## config.mk

```make
export PLATFORM = sky130hd
export DESIGN_NAME = mini_cpu_core
export DESIGN_NICKNAME = d
export VERILOG_FILES = /design/src/rtl/mini_cpu_core.sv
export SDC_FILE = /design/constraint.sdc
export NUM_CORES = 1
export LEC_CHECK = 0
export CORE_UTILIZATION = 29
export CTS_CLUSTER_DIAMETER = 30
export DETAILED_ROUTE_END_ITERATION = 16
export PLACE_DENSITY = 0.39
export SLEW_MARGIN = 20
export SYNTH_ARGS = -nofsm -noshare
export SYNTH_HDL_FRONTEND = slang
export SYNTH_SLANG_ARGS = --single-unit
export TNS_END_PERCENT = 20
```

## constraint.sdc

```tcl
create_clock -name clk -period 17.04 [get_ports clk]
set_clock_uncertainty 0.15 [all_clocks]
set_input_delay 2.556 -clock clk [delete_from_list [all_inputs] [get_ports clk]]
set_output_delay 2.556 -clock clk [all_outputs]
set_load 0.05 [all_outputs]
```

## src/rtl/mini_cpu_core.sv

```systemverilog
// mini_cpu_core: four-state core (IDLE/READ/EXEC/REPORT) with a register file, signed immediates, Z/N/V flags, a retired counter and a one-cycle report port
module mini_cpu_core #(
  parameter int DATA_W = 16,
  parameter int REG_COUNT = 16,
  parameter int IMM_W = 7,
  parameter int CNT_W = 16,
  localparam int AW = $clog2(REG_COUNT),
  localparam int INSTR_W = 3 + 2*AW + IMM_W
) (
  input  logic               clk,
  input  logic               reset_n,
  input  logic               in_valid,
  output logic               in_ready,
  input  logic [INSTR_W-1:0] in_instr,
  output logic               out_valid,
  output logic [2:0]         out_opcode,
  output logic [AW-1:0]      out_reg,
  output logic [DATA_W-1:0]  out_value,
  output logic               flag_z,
  output logic               flag_n,
  output logic               flag_v,
  output logic [CNT_W-1:0]   retired
);
  localparam int M = DATA_W - 1;
  typedef enum logic [1:0] {IDLE, READ, EXEC, REPORT} state_t;
  state_t state_q, state_d;
  logic [INSTR_W-1:0] instr_q, instr_d;
  logic [DATA_W-1:0] a_q, a_d, b_q, b_d, imm_q, imm_d, val_q, val_d;
  logic [DATA_W-1:0] rf_q [REG_COUNT];
  logic [DATA_W-1:0] rf_d [REG_COUNT];
  logic z_q, z_d, n_q, n_d, v_q, v_d, ov_q, ov_d;
  logic [2:0] opc_q, opc_d;
  logic [AW-1:0] reg_q, reg_d;
  logic [CNT_W-1:0] ret_q, ret_d;
  logic [2:0] op;
  logic [AW-1:0] dst, src1, src2;
  logic [IMM_W-1:0] operand;
  logic [DATA_W-1:0] mag, rhs, res;
  logic [2*DATA_W-1:0] prod;
  logic is_add, is_sub, ovf;
  assign op      = instr_q[INSTR_W-1 -: 3];
  assign dst     = instr_q[2*AW+IMM_W-1 -: AW];
  assign src1    = instr_q[AW+IMM_W-1 -: AW];
  assign operand = instr_q[IMM_W-1:0];
  assign src2    = operand[AW-1:0];
  assign mag     = DATA_W'(operand[IMM_W-2:0]);
  assign is_add  = op == 3'd1 || op == 3'd2;
  assign is_sub  = op == 3'd3 || op == 3'd4;
  assign rhs     = (op == 3'd1 || op == 3'd3) ? b_q : imm_q;
  // Both operands sign-extended to 2*DATA_W, so the low 2*DATA_W bits are the exact signed product
  assign prod    = {{DATA_W{a_q[M]}}, a_q} * {{DATA_W{imm_q[M]}}, imm_q};
  assign res = op == 3'd0 ? imm_q :
               is_add     ? a_q + rhs :
               is_sub     ? a_q - rhs :
               op == 3'd5 ? prod[DATA_W-1:0] : '0;
  assign ovf = is_add     ? (a_q[M] == rhs[M] && res[M] != a_q[M]) :
               is_sub     ? (a_q[M] != rhs[M] && res[M] != a_q[M]) :
               op == 3'd5 ? !(&prod[2*DATA_W-1:M] || ~|prod[2*DATA_W-1:M]) : 1'b0;
  always_comb begin
    state_d = state_q;
    instr_d = instr_q;
    a_d = a_q;
    b_d = b_q;
    imm_d = imm_q;
    rf_d = rf_q;
    z_d = z_q;
    n_d = n_q;
    v_d = v_q;
    ov_d = 1'b0;
    opc_d = opc_q;
    reg_d = reg_q;
    val_d = val_q;
    ret_d = ret_q;
    case (state_q)
      IDLE: if (in_valid) begin
        instr_d = in_instr;
        state_d = READ;
      end
      READ: begin
        a_d = rf_q[src1];
        b_d = rf_q[src2];
        imm_d = operand[IMM_W-1] ? -mag : mag;
        state_d = EXEC;
      end
      EXEC: begin
        ov_d = 1'b1;
        opc_d = op;
        ret_d = ret_q + 1'b1;
        state_d = REPORT;
        if (op == 3'd7) begin
          reg_d = src1;
          val_d = a_q;
        end else begin
          z_d = res == '0;
          n_d = res[M];
          v_d = ovf;
          reg_d = op == 3'd6 ? '0 : dst;
          val_d = res;
          if (op == 3'd6) rf_d = '{default: '0};
          else rf_d[dst] = res;
        end
      end
      default: state_d = IDLE;
    endcase
  end
  always_ff @(posedge clk or negedge reset_n) begin
    if (!reset_n) begin
      state_q <= IDLE;
      instr_q <= '0;
      a_q <= '0;
      b_q <= '0;
      imm_q <= '0;
      rf_q <= '{default: '0};
      z_q <= 1'b0;
      n_q <= 1'b0;
      v_q <= 1'b0;
      ov_q <= 1'b0;
      opc_q <= '0;
      reg_q <= '0;
      val_q <= '0;
      ret_q <= '0;
    end else begin
      state_q <= state_d;
      instr_q <= instr_d;
      a_q <= a_d;
      b_q <= b_d;
      imm_q <= imm_d;
      rf_q <= rf_d;
      z_q <= z_d;
      n_q <= n_d;
      v_q <= v_d;
      ov_q <= ov_d;
      opc_q <= opc_d;
      reg_q <= reg_d;
      val_q <= val_d;
      ret_q <= ret_d;
    end
  end
  assign in_ready = state_q == IDLE;
  assign out_valid = ov_q;
  assign out_opcode = opc_q;
  assign out_reg = reg_q;
  assign out_value = val_q;
  assign flag_z = z_q;
  assign flag_n = n_q;
  assign flag_v = v_q;
  assign retired = ret_q;
endmodule

```

==> results.ini <==
[clock_tree]
ctsHoldBuffers = 0
worst_skew_pair.late_latency_ns = 0.65
cts-root-buf = clkbuf_16
htreeDepth = 3
cts_tree = done
cts_buffers = 99
path_clk_slew_ns = 0.04
cts_setup_buffers = 0
ctsResizeCount = 0
cts_sinks = 362
clock_path_buffers = 3

[setup_path]
worst-path-max-fanout = 17
arrival_ns = 9.28
crit_type = flip-flop to flip-flop
cp-end-kind = flip-flop
start_kind = flip-flop
slowest_delay_ns = 0.90
worstPathRequired_ns = 17.36
path_cells = nand2_1 > fa_1 > fa_1 > inv_1 > fa_1 > fa_1 > fa_1 > inv_1 > fa_1 > inv_1 > ha_1 > and4_1 > and2_1 > nand4_1 > o21ai_1 > mux2i_1 > nor4_1 > nand4_1 > nor4_1 > nand4_1 > o211ai_1 > a31oi_1
crit_top_cell = fa_1
worst_path_max_delay_cell = dfrtp_1

[global_route]
antenna_found_initial = 0
grt_max_degree = 90
grt_remaining_overflow = 0
grt_pass1_wl_um = 156400
track_usage = 0.2051
grt_pass1_vias = 23320

[die]
io_pins = 65
start_util = 0.2924
rows = 116
coreArea_um2 = 100000
die_y_um = 319.5
die_area_um2 = 102100
die_width_um = 319.5

[finish]
area_growth_pct = 19.85
largest_reg_flops = 256
stdcell_count = 4204
top_regs = rf_q (256), instr_q (18)
design_area_um2 = 35040
fin_nets = 3225
top_register = rf_q
drive_gt1_frac = 0.1673

[sta]
max_freq_mhz = 111.6
hold_viol_final = 0
finalCriticalPeriod_ns = 8.961
worstMarginPinSlew_ns = 1.111
relSlewSlack = 0.2563
finalMaxSlewViolations = 0
tns_ns = 0
setup_viol = 0
worst_slack_ns = 8.079
min_period_over_period = 0.5259
rsz0062_at_grt = no

[placement]
place_ws_ns = 7.944
dp_cells = 4017
postPlaceCellArea_um2 = 31340
io_buffers = 64
dp_hpwl_um = 77600
finalWeightedCongestion = 0.8559

[synthesis]
synth_commonest_cells = nand2_1, dfrtp_1, inv_1, fa_1, mux4_2
ys_async_sr_fraction = 1.000
yosys_warnings = 0
avgSynthCellArea_um2 = 10.58
yosysUniqueCellTypes = 75
synth-edff-count = 0
synthFlopType = dfrtp_1
synth.most_common_cell = nand2_1
seq_area_frac_synth = 0.3098
syn_area_um2 = 29240
synth_area_leader_cell = dfrtp_1
syn-instance-count = 2763
synth-seq-cells = 362
synth_fp_nets = 3168
synth_top_area_frac = 0.3098
ys_top_cells_by_area = dfrtp_1, fa_1, mux4_2

[routing]
wirelength_um = 103400
drt_iter0_markers = 1464
firstDrtPassIters = 5
wl_per_cell_um = 24.61
vias = 21740
drcViolationCount = 0
vias_per_cell = 5.171
postRouteAntennaNets = 0

[status]
status = finished clean

[worst_hold_path]
hold_class = flip-flop to flip-flop

[job]
maxCapViolCount = 0

-- routing by layer --
| layer | global-route usage | wire, um | vias up |
|---|---|---|---|
| met2 | 0.3428 | 50290 | 572 |
| met5 | 0 | 0 | - |
| met4 | 0.05609 | 2386 | 0 |
| li1 | - | - | 9614 |
| met3 | 0.02748 | 4583 | 133 |
| met1 | 0.2777 | 46190 | 11420 |
-- area by class of cell --
cell class | count | area (um^2)
Antenna cell | 1 | 2.502
Tap cell | 1298 | 1624
Clock inverter | 55 | 899.6
Fill cell | 10010 | 64960
Clock buffer | 131 | 2798
Inverter | 319 | 1197
Multi-Input combinational cell | 1928 | 18460
Timing Repair Buffer | 110 | 998.5
Sequential cell | 362 | 9069
-- cells by family after synthesis --
| group | Yosys count | share of synthesized area |
|---|---|---|
| muxes | 220 | 0.1460 |
| DFF | 362 | 0.3098 |
| AOI/OAI and AO/OA | 533 | 0.1188 |
| and+or+nand+nor | 722 | 0.1106 |
| buffers and inverters | 473 | 0.06196 |
| xor gates and xnor gates | 69 | 0.02067 |
| adders and majority gates | 384 | 0.2321 |
-- cell usage in the layout (no fill, tap or decap), types with 7 or more instances in the layout --
cell type        netlist  layout
fa_1                 264     264
nor2_1               133     133
dfrtp_1              362     358
o211ai_1              11      11
clkbuf_8               0      20
clkdlybuf4s50_1        0      63
ha_1                 120     118
xnor2_1               48      48
mux4_2               160     160
and2_1                85      85
o21a_1                11      11
a21o_1                17      17
clkinvlp_4             0      10
o21bai_1               9       9
clkinv_2               0      17
nand3_1               17      17
a22o_1                96      96
nor3_1                15      14
o22ai_1                7       7
o21ai_2                1      14
a21oi_1               75      74
xor2_1                21      21
and3_1                 9       9
clkbuf_16              0      99
nor2b_1               13      13
clkbuf_1             120      12
o21ai_0              141     141
or3_1                  9       9
mux2_2                53      53
inv_1                312     312
nand2_1              375     375
a31oi_1               19      19
o21ai_1               78      65
nand2b_1              25      25
nand4_1               15      15
buf_4                  0      44
bufinv_16              0      19
-- worst paths after layout --
path	start	to	slack (ns)	depth (start not counted)
worst min register to register	retired[15]	retired[15]	0.33	1
min in group asynchronous	reset_n	rf_q[78]	1.79	1
max in group asynchronous	reset_n	instr_q[4]	12.85	3
worst max register to register	a_q[12]	flag_v	8.08	22
worst min-delay path	retired[15]	retired[15]	0.33	1
worst max-delay path	a_q[12]	flag_v	8.08	22
-- critical path, delay by kind of cell (launching register included) --
kind / cells / cell delay [ns]
compound gates: 3 / 1.52
mux: 1 / 0.29
simple gates: 8 / 2.18
buf+inv: 3 / 0.16
fa+ha+maj: 7 / 3.55
flops: 1 / 0.90
-- per-stage QoR --
step                hold WS (ns)  utilization
floorplan                 0.3109            -
global placement          0.3153       0.3134
detailed placement        0.3217       0.3134
CTS                       0.3308       0.3503
global route              0.3392       0.3504
finish                    0.3269       0.3504
Power is not shown: default switching activity piles up to over one toggle a cycle in this logic, so the estimate is an artifact.
